<file path="src/rtl/param_register_file_pkg.sv">
// Shared types and default sizes for the parametrised register file.
package rf_pkg;

    typedef enum logic {
        RF_IDLE  = 1'b0,
        RF_CLEAR = 1'b1
    } rf_state_e;

    localparam int RF_DEF_WIDTH = 4;
    localparam int RF_DEF_DEPTH = 4;

endpackage

</file>
<file path="src/rtl/param_register_file_clear_fsm.sv">
// Bulk-clear sequencer: walks a pointer over every entry, one per clock,
// and tells the array which entry to zero.
module rf_clear_fsm
    import rf_pkg::*;
#(
    parameter int DEPTH  = RF_DEF_DEPTH,
    parameter int ADDR_W = $clog2(DEPTH)
) (
    input  logic              clk,
    input  logic              rst_n,
    input  logic              clr_req,
    output logic              busy,
    output logic              clr_we,
    output logic [ADDR_W-1:0] clr_addr
);

    localparam logic [ADDR_W-1:0] LAST = ADDR_W'(DEPTH - 1);

    rf_state_e         state_q, state_d;
    logic [ADDR_W-1:0] ptr_q, ptr_d;

    always_ff @(posedge clk or negedge rst_n) begin
        if (!rst_n) begin
            state_q <= RF_IDLE;
            ptr_q   <= '0;
        end else begin
            state_q <= state_d;
            ptr_q   <= ptr_d;
        end
    end

    always_comb begin
        state_d = state_q;
        ptr_d   = ptr_q;
        clr_we  = 1'b0;
        case (state_q)
            RF_IDLE: begin
                if (clr_req) begin
                    state_d = RF_CLEAR;
                    ptr_d   = '0;
                end
            end
            RF_CLEAR: begin
                // clr_req is deliberately not looked at here: no restart or extension.
                clr_we = 1'b1;
                if (ptr_q == LAST) begin
                    state_d = RF_IDLE;
                    ptr_d   = '0;
                end else begin
                    ptr_d = ptr_q + ADDR_W'(1);
                end
            end
            default: begin
                state_d = RF_IDLE;
                ptr_d   = '0;
            end
        endcase
    end

    assign busy     = (state_q == RF_CLEAR);
    assign clr_addr = ptr_q;

endmodule

</file>
<file path="src/rtl/param_register_file.sv">
// DEPTH x WIDTH register file: one synchronous write port, two combinational
// read ports, optional hardwired-zero entry 0, bulk clear engine.
// Optional write-to-read forwarding when PARAM_REGFILE_BYPASS_EN is defined.
module param_register_file
    import rf_pkg::*;
#(
    parameter  int WIDTH    = RF_DEF_WIDTH,
    parameter  int DEPTH    = RF_DEF_DEPTH,
    parameter  int ZERO_REG = 0,
    localparam int ADDR_W   = $clog2(DEPTH)
) (
    input  logic              clk,
    input  logic              rst_n,
    input  logic              we,
    input  logic [ADDR_W-1:0] waddr,
    input  logic [WIDTH-1:0]  wdata,
    input  logic [ADDR_W-1:0] raddr0,
    output logic [WIDTH-1:0]  rdata0,
    input  logic [ADDR_W-1:0] raddr1,
    output logic [WIDTH-1:0]  rdata1,
    input  logic              clr_req,
    output logic              busy,
    output logic              wr_drop
);

    localparam bit ZERO_EN = (ZERO_REG != 0);

    logic [DEPTH-1:0][WIDTH-1:0] mem_q;
    logic                        clr_we;
    logic [ADDR_W-1:0]           clr_addr;
    logic                        wr_acc;

    rf_clear_fsm #(
        .DEPTH  (DEPTH),
        .ADDR_W (ADDR_W)
    ) u_clear_fsm (
        .clk      (clk),
        .rst_n    (rst_n),
        .clr_req  (clr_req),
        .busy     (busy),
        .clr_we   (clr_we),
        .clr_addr (clr_addr)
    );

    assign wr_acc  = we && !busy && !(ZERO_EN && (waddr == '0));
    assign wr_drop = we && !wr_acc;

    // clr_we and wr_acc are mutually exclusive since wr_acc requires !busy.
    always_ff @(posedge clk or negedge rst_n) begin
        if (!rst_n) begin
            mem_q <= '0;
        end else if (clr_we) begin
            mem_q[clr_addr] <= '0;
        end else if (wr_acc) begin
            mem_q[waddr] <= wdata;
        end
    end

    function automatic logic [WIDTH-1:0] read_port(input logic [ADDR_W-1:0] ra);
        logic [WIDTH-1:0] v;
        v = mem_q[ra];
`ifdef PARAM_REGFILE_BYPASS_EN
        if (wr_acc && (waddr == ra)) v = wdata;
`endif
        // Zero entry wins over forwarding.
        if (ZERO_EN && (ra == '0)) v = '0;
        return v;
    endfunction

    always_comb begin
        rdata0 = read_port(raddr0);
        rdata1 = read_port(raddr1);
    end

endmodule

</file>
<file path="config.mk">
export PLATFORM = sky130hd
export DESIGN_NAME = param_register_file
export DESIGN_NICKNAME = d
export VERILOG_FILES = /design/src/rtl/param_register_file_pkg.sv /design/src/rtl/param_register_file_clear_fsm.sv /design/src/rtl/param_register_file.sv
export SDC_FILE = /design/constraint.sdc
export NUM_CORES = 1
export LEC_CHECK = 0
export ABC_AREA = 1
export CAP_MARGIN = 30
export CORE_MARGIN = 10
export CORE_UTILIZATION = 51
export CTS_CLUSTER_DIAMETER = 30
export DETAILED_ROUTE_END_ITERATION = 7
export PLACE_DENSITY = 0.79
export SYNTH_ARGS = -nofsm -noshare
export SYNTH_HDL_FRONTEND = slang
export SYNTH_HIERARCHICAL = 1
export SYNTH_SLANG_ARGS = --single-unit
</file>
<file path="constraint.sdc">
create_clock -name clk -period 1.75 [get_ports clk]
set_input_delay 0.35 -clock clk [delete_from_list [all_inputs] [get_ports clk]]
set_output_delay 0.35 -clock clk [all_outputs]
set_load 0.01 [all_outputs]
</file>
# After elaboration in Yosys (flattened, before gate mapping)
# Index checks and enable logic that the tools add are counted.
# totals
register_bits	19
output_inout_bits	10
# op_classes
add_sub_neg	1
n_lt_le_gt_ge	6
n_eq_ne	2
n_mux	18
bitwise_logic	3
reduce_logical	7
# ops
operator	count
two-way mux 16 bit	2
bitwise AND 16 bit	1
binary-select mux 4 bit (select 2 bit)	2
bitwise mux 16 bit	1
demux 4 bit (select 2 bit)	2
two-way mux 4 bit	4
inverter 16 bit	1
less-than comparator 2 x 3 -> 1 bit, second input constant	4
greater-or-equal comparator 2 x 1 -> 1 bit, second input constant	2
logical AND 1 bit	4
two-way mux 2 bit	2
case mux 2 bit (2 select lines)	1
two-way mux 1 bit	3
adder 2 x 1 -> 2 bit, second input constant	1
equality test 2 bit, second input constant	1
zero test 1 bit	2
!= test 2 bit, second input constant	1
case mux 1 bit (2 select lines)	1
nonzero test 2 bit	1
inverter 1 bit	1

# Logic depth before layout (Yosys ltp)
# depth
word_depth	7
ltp_mapped	8
mapped_depth_nobuf	6

# By module
# The synthesis kept the hierarchy.
# by_module_without_submodules
module	n_inst	cells_per_inst	area_each_um2	seq_area_each_um2
param_register_file	1	149	1079.8	400.4
rf_clear_fsm	1	17	143.9	75.1

# Least setup slack after synthesis
# OpenSTA, ideal clock, no wires.
# synth_path
path_kind	flip-flop to flip-flop
startpoint	reg u_clear_fsm.state_q, in the netlist u_clear_fsm/busy
endpoint	reg mem_q[13] (netlist name)
setup_time_ps	116
t_arrival_ps	1232
setup_slack_ps	401
stages_incl_launch_ff	9
path_buffers	3
period_less_slack_ps	1349
cell_sequence	dfrtp_1 buf_4 buf_6 inv_6 buf_6 nand3_1 nand2_1 nand2_1 nand2_1
# synth_between
word_cells_on_any_way	5
classes_between	mux (2); reduce/logical (3)
# synth_lines
item	line	source
from (decl)	param_register_file_clear_fsm.sv:19	rf_state_e state_q, state_d;
from (signal assigned)	param_register_file_clear_fsm.sv:27	state_q <= state_d;
two-way mux 1 bit *	param_register_file_clear_fsm.sv:36	case (state_q)
net clr_we	param_register_file.sv:29	logic clr_we;
two-way mux 16 bit / nonzero test 2 bit (equally long branches)	-	
to (signal, indexed assignment)	param_register_file.sv:55	mem_q[waddr] <= wdata;
to (decl)	param_register_file.sv:28	logic [DEPTH-1:0][WIDTH-1:0] mem_q;
# Mark *: on every way through the listed nets, which the timed path passes. The rest lies on a longest branch.
# A chain may end at the register's enable or synchronous reset.

# Worst setup path after layout
# layout_path
startpoint	reg mem_q[11] (netlist name)
endpoint	out rdata1[3]
# layout_between
elab_chain_len	2
# layout_lines
item	line	source
binary-select mux 4 bit (select 2 bit)	param_register_file.sv:61	v = mem_q[ra];
two-way mux 4 bit (not written as such)	param_register_file.sv:61	
to (decl)	param_register_file.sv:20	output logic [WIDTH-1:0] rdata1,
# Every way passes these cells. The select of a mux whose other input is x is not followed.

==> flow_summary_export.csv <==
group,metric,value,unit
finish,nets,208,
place,detailed_place.area,1480,um2
critical_path,worst-path-max-fanout,3,
floorplan,die_x,69.0,um
clock_tree,cts_tree,"done",
clock_tree,cts_hold_repair.buffers,0,
sta,final_min_period_over_clock_period,93.1,%
floorplan,die_h,69.0,um
floorplan,initial_core_util,54.3,%
sta,maxSlewViolCount,0,
place,dp_cells,216,
synth,synthesis.instances,166,
clock_tree,cts.repair_timing.setup_buffer_count,0,
sta,setup_viol_count_final,0,
synth,synth.cell_area,1220,um2
outcome,outcome,"finished, final reports clean",
floorplan,coreArea,2250,um2
global_route,grt_first_pass_wirelength,5410,um
sta,worst_slew_margin_rel,76.6,%
synth,ys_seq_area_share,38.9,%
synth,combinational_family_with_the_most_area_after_synthesis,"simple AND/OR/NAND/NOR gates",
floorplan,die_area,4760,um2
job,max-cap-violations,0,
drt,drtIter0Drc,140,
clock_tree,clk-insertion-delay-late,0.30,ns
worst_hold_path,hold_class,"in -> async",
drt,dr.pass1.iters,4,
critical_path,worstPathRequired,1.40,ns
synth,yosys.area_share.xor_xnor,0,%
global_route,grt_start_max_net_pins,25,
sta,finClkSkew,0.00728,ns
critical_path,launch_instance_of_the_worst_register_to_register_path,"u_clear_fsm/busy",
synth,syn_avg_cell_area,7.37,um2
global_route,grt_antenna_before_repair,0,
clock_tree,post_cts_sizing,28,
critical_path,critPathLaunchType,"flop",
critical_path,setup.worst_path.end_class,"output port",
critical_path,worst_case_register_to_register_setup_slack,0.46,ns
finish,diodes,0,
power,power.density,1180,nW/um2
sta,achievable-frequency,614,MHz
power,power_leakage,0.773,nW
synth,distinct_cells_synth,17,
drt,route.detailed.vias_per_inst,5.66,
synth,ys_seq_elements,19,
finish,synth_to_final_area_change,21.8,%
sta,finalHoldViolations,0,
synth,yosys_warnings,6,
clock_tree,clk_transition_reported_paths,0.10,ns
drt,antenna_violating_nets_post_route,0,
drt,via_count,1245,
drt,routed_wirelength,3240,um
drt,route.detailed.drc,0,
clock_tree,htreeDepth,1,
clock_tree,cts-root-to-sink-buffers,2,
synth,synthesis.nets,181,
critical_path,critical_path_class,"reg -> out",
place,dpl.hpwl,2580,um
synth,adder_cell_fraction_of_synth_area,1.02,%
power,largest_vdd_supply_drop,1.04,mV
finish,drive_gt1_share,14.6,%
power,totalPowerFinal,1.75,mW
critical_path,worst_reg2reg_path_depth,5,
global_route,overflow,0,
synth,synth_mux_area_share,0,%
sta,grt_setup_unrepaired,"false",
drt,routed_wire_length_per_instance,14.7,um
synth,synthSimpleGateAreaFrac,39.8,%
global_route,grt_pass1_vias,1164,
global_route,track_usage,14.7,%
sta,timing_worst_slew_pin_value,0.350,ns
sta,finalWorstPathRequiredPeriod,1.63,ns
place,gp_congestion,0.887,
critical_path,worst_setup_path_startpoint,"mem_q[11]",
finish,final_cells,220,
floorplan,design.portCount,24,
synth,synth_compound_gate_area_share,11.0,%
clock_tree,clock-sinks,19,
floorplan,row_count,17,
sta,tns,0,ns
finish,layout.cell_area.non_filler,1490,um2
clock_tree,inserted_clock_buffers,3,
clock_tree,cell_chosen_for_the_clock_root,"clkbuf_4",
critical_path,timing.critical_path.arrival,1.28,ns
place,place.port_buffers,23,
-- cells by family after synthesis --
| kind of cell | Yosys count |
|---|---|
| AOI/OAI and AO/OA | 25 |
| adders and majority gates | 1 |
| buffers and inverters | 21 |
| DFF | 19 |
| and+or+nand+nor | 100 |
-- cell usage in the layout (no fill, tap or decap) --
cell type,synthesis,final
clkdlybuf4s15_1,0,2
nor2_8,1,1
dfrtp_1,19,19
nand3_2,3,3
clkdlybuf4s15_2,0,3
inv_6,1,1
o21ai_1,0,1
clkbuf_4,0,3
inv_1,13,10
nor2_1,18,18
nand2_2,2,2
clkbuf_1,0,1
nand3_1,27,27
nand2_1,34,34
nor2_2,3,3
nand4_1,12,12
clkdlybuf4s50_1,0,10
buf_2,3,2
clkbuf_2,0,1
dlygate4sd2_1,0,4
buf_4,1,6
o21ai_0,17,16
dlymetal6s2s_1,0,1
ha_1,1,1
inv_2,0,3
o22ai_1,8,8
-- flip-flops by register name, summed over array words and instances, names as in the netlist --
| signal | cells |
|---|---|
| mem_q | 16 |
| u_clear_fsm/clr_addr | 2 |
| u_clear_fsm/busy | 1 |
-- path summary, 6_finish.rpt --
| kind | endpoint |
|---|---|
| max reg2reg | mem_q[11] |
| max in group asynchronous | mem_q[11] |
| min | mem_q[15] |
| min in group clk | mem_q[5] |
| min reg2reg | mem_q[5] |
| max | rdata1[3] |
-- cells in the mapped netlist --
cell type | n | share of area (%)
buf_2 | 3 | 1.2
buf_4 | 1 | 0.61
buf_6 | 3 | 2.8
dfrtp_1 | 19 | 39
ha_1 | 1 | 1.0
inv_1 | 13 | 4.0
inv_6 | 1 | 0.72
nand2_1 | 34 | 10
nand2_2 | 2 | 1.0
nand3_1 | 27 | 11
nand3_2 | 3 | 2.5
nand4_1 | 12 | 6.1
nor2_1 | 18 | 5.5
nor2_2 | 3 | 1.5
nor2_8 | 1 | 1.6
o21ai_0 | 17 | 7.0
o22ai_1 | 8 | 4.1
-- worst max-delay path: stages (launching register included) --
cell           delay (ns)
dfrtp_1              0.42
o21ai_0              0.18
o22ai_1              0.10
dlygate4sd2_1        0.29
-- per-layer routing --
| metal | share of wire, % | GRT usage [%] | up-vias | routed length [um] |
|---|---|---|---|---|
| li1 | - | - | 621 | - |
| met1 | 43 | 19.5 | 567 | 1410 |
| met2 | 47 | 22.6 | 48 | 1530 |
| met3 | 7.0 | 3.54 | 9 | 227 |
| met4 | 2.4 | 5.67 | 0 | 77 |
| met5 | 0 | 0 | - | 0 |
-- layout make-up --
cell class                      count  area [um2]
Clock buffer                        4        26.3
Fill cell                         196         764
Inverter                           14        57.6
Multi-Input combinational cell    126         634
Sequential cell                    19         475
Tap cell                           28        35.0
Timing Repair Buffer               29         262
-- power by group --
part | leakage (nW) | internal [mW] | total (mW) | switching, mW
Sequential | 0.256 | 0.579 | 0.738 | 0.159
Clock | 0.0150 | 0.0888 | 0.217 | 0.129
Combinational | 0.503 | 0.301 | 0.797 | 0.496
Total | 0.773 | 0.969 | 1.75 | 0.783
-- stage by stage --
stage / util [%] / hold WS (ns) / worst slack (ns)
global placement: 65.5 / 0.517 / -0.437
floorplan: - / 0.0544 / 0.401
global route: 66.1 / 0.380 / 0.0266
finish: 66.1 / 0.368 / 0.120
CTS: 66.1 / 0.373 / 0.00265
detailed placement: 65.5 / 0.518 / -0.472
No activity file was read; power rests on OpenSTA's default activity.
==> RTL change, RTL diff (same flow settings) <==
The option `PARAM_REGFILE_BYPASS_EN` is turned on by a define.
--- a/src/rtl/param_register_file.sv
+++ b/src/rtl/param_register_file.sv
@@ -2,4 +2,6 @@
 // read ports, optional hardwired-zero entry 0, bulk clear engine.
 // Optional write-to-read forwarding when PARAM_REGFILE_BYPASS_EN is defined.
+`define PARAM_REGFILE_BYPASS_EN
+
 module param_register_file
     import rf_pkg::*;
Formal check against the unedited RTL: not equivalent (Yosys sat finds a counterexample within 4 cycles, from zero or initial values and one cycle with rst_n low).
==> RTL change against the unedited design <==
Die area increased by 16%. Sequential share of layout area shrank 7.4 points. Highest routed layer unchanged. Clock skew grew 0.0052 ns. Fmax shrank 8.5%. Worst setup slack worse by 0.15 ns. Critical path type is now input pin to output port. Routed wire length increased by 35%. The flow now finishes with violations (setup timing). Sequential cell count unchanged. Cell area up 30%. Total power rose by 13%. First-iteration DRC count increased by 74%. Largest power group unchanged. Area after synthesis up 22%. Utilization rose by 3.8 points. Synthesized cell count up 46%. Global-route usage up 2.3 points.
==> RTL change: results (changes against the unedited design) <==
* Hold Crit Class: input pin to async pin
* Total Neg Setup Slack at -0.0821 ns (-0.0821 ns)
* Clk_skew at 0.0124 ns (+0.00516 ns)
* Input/output buffers at 23 (unchanged)
* Critical-path top delay cell: dlygate4sd2_1
* Final setup viols at 4 (+4)
* Cell Area, Placed at 1890 um2 (+28%)
* Critical Path Fanout Max at 5 (+2)
* First-pass detailed-route iteration total at 4 (unchanged)
* Worst setup path startpoint: waddr[0]
* Failing checks: setup timing
* DR iter-0 viols at 243 (+74%)
* Register-to-register setup slack at 0.44 ns (-0.02 ns)
* Number of flip-flops in the largest register at 16 (unchanged)
* Initial antenna violation count at 0 (unchanged)
* Leading area contributor after synthesis: dfrtp_1
* Number of global-route vias before repair at 1640 (+41%)
* Via-to-Cell Ratio at 5.34 (-5.6%)
* Largest cells by area after synthesis: dfrtp_1 32%, nand2_1 27%, nand3_1 14%
* Post-route setup slack at -0.0310 ns (-0.151 ns)
* Worst slew pin tran at 0.244 ns (-0.107 ns)
* Hpwl dp at 3440 um (+33%)
* YS warnings at 6 (unchanged)
* Yosys cell types at 22 (+5)
* Largest net degree at the start of global routing at 20 (-20%)
* Most frequent cells after synthesis: 108 x nand2_1, 43 x nand3_1, 29 x inv_1, 19 x dfrtp_1, 7 x inv_2
* N_diodes at 0 (unchanged)
* Floorplan row count at 19 (+2)
* H-tree depth at 1 (unchanged)
* Leak at 1.15 nW (+49%)
* Worst VDD drop at 0.000999 V (-3.7%)
* Wire per inst at 13.6 um (-7.9%)
* P_int at 1.08 mW (+11%)
* Largest register by flop count: mem_q
* Reg-to-reg startpoint: u_clear_fsm/busy$_DFF_PN0_
* Async S/R FF share, synth at 100% (unchanged)
* First-pass GRT wire length at 7480 um (+38%)
* Aggregate global-route resource usage at 17.1% (+2.3 points)
* Sequential area share after synthesis at 31.8% (-7.1 points)
* GPL Wtd Cong at 0.951 (+7.3%)
* Clock root cell: clkbuf_4
* Skew-Pair Late Insertion Delay at 0.31 ns
* CP arrival at 1.43 ns (+0.15 ns)
* Hold-fix buffers, CTS at 0 (unchanged)
* Status: finished with violations
* Slowest Stage Delay on Critical Path at 0.27 ns (-0.15 ns)
* Share of cells above drive strength 1 at 24.1% (+9.5 points)
* Final nets at 307 (+48%)
* Net count after synthesis at 257 (+42%)
* GRT overflow at 0 (unchanged)
[RTL change: cell count changes after synthesis, moves of 3 or more]
cell / delta
nand2_1: +74
inv_1: +16
nand3_1: +16
nor2_1: -16
o21ai_0: -16
nand4_1: -8
o22ai_1: -8
inv_2: +7
o21ai_1: +4
nor2_2: +3
[RTL change: critical path, delay by kind of cell]
family                 cells  cell delay, ns
buffers and inverters      4            0.66
and+or+nand+nor            5            0.42
[RTL change: final cells by class]
class / count / area, um2
Multi-Input combinational cell: 180 / 858
Fill cell: 266 / 838
Sequential cell: 19 / 475
Timing Repair Buffer: 49 / 389
Inverter: 38 / 146
Tap cell: 31 / 38.8
Clock buffer: 3 / 22.5
Timing Repair inverter: 1 / 7.51
Clock inverter: 1 / 5.00
[RTL change: worst paths after layout]
path,endpoint,depth (start not counted)
hold reg to reg,mem_q[9]$_DFFE_PN0P_,2
max in group asynchronous,mem_q[9]$_DFFE_PN0P_,2
hold / removal,u_clear_fsm/clr_addr[0]$_DFFE_PN0P_,2
min in group clk,mem_q[9]$_DFFE_PN0P_,2
setup reg to reg,mem_q[1]$_DFFE_PN0P_,6
setup / recovery,rdata1[1],9
[RTL change: repair_timing]
item | 4_1_cts | 5_1_grt
gates cloned | 1 | 0
endpoints found under the setup margin | 10 | 9
pin swaps | 5 | 1
buffers inserted | 3 | 1
gates resized for setup | 50 | 6
[RTL change: cells by family after synthesis]
| group | Yosys count | share of synthesized area (%) |
|---|---|---|
| XOR/XNOR | 1 | 0.586 |
| buffers and inverters | 43 | 12.6 |
| adder cells (fa/ha/maj) | 1 | 0.837 |
| flip-flops | 19 | 31.8 |
| AND/OR/NAND/NOR | 172 | 51.4 |
| AO/OA/AOI/OAI | 6 | 2.76 |
[RTL change: power groups by stage]
stage	Combinational [mW]	Sequential (mW)	Clock (mW)
floorplan	0.670	0.693	0
global placement	1.05	0.695	0
detailed placement	1.07	0.699	0
CTS	1.05	0.689	0.231
global route	1.21	0.717	0.246
finish	1.06	0.691	0.222
[RTL change: per-stage QoR]
step	hold slack, ns	worst slack [ns]	cells
after floorplan	0.0544	0.349	242
after global placement	0.480	-0.540	313
after detailed placement	0.488	-0.562	313
after CTS	0.356	0.00248	321
after global routing	0.377	-0.0950	322
final	0.357	-0.0310	322
[RTL change: metal layers]
layer  global-route usage (%)  share of wire (%)  vias up
li1                         -                  -      851
met1                     20.6                 41      758
met2                     27.4                 46       92
met3                     4.12                8.8       19
met4                     9.11                4.0        0
met5                        0                  0        -
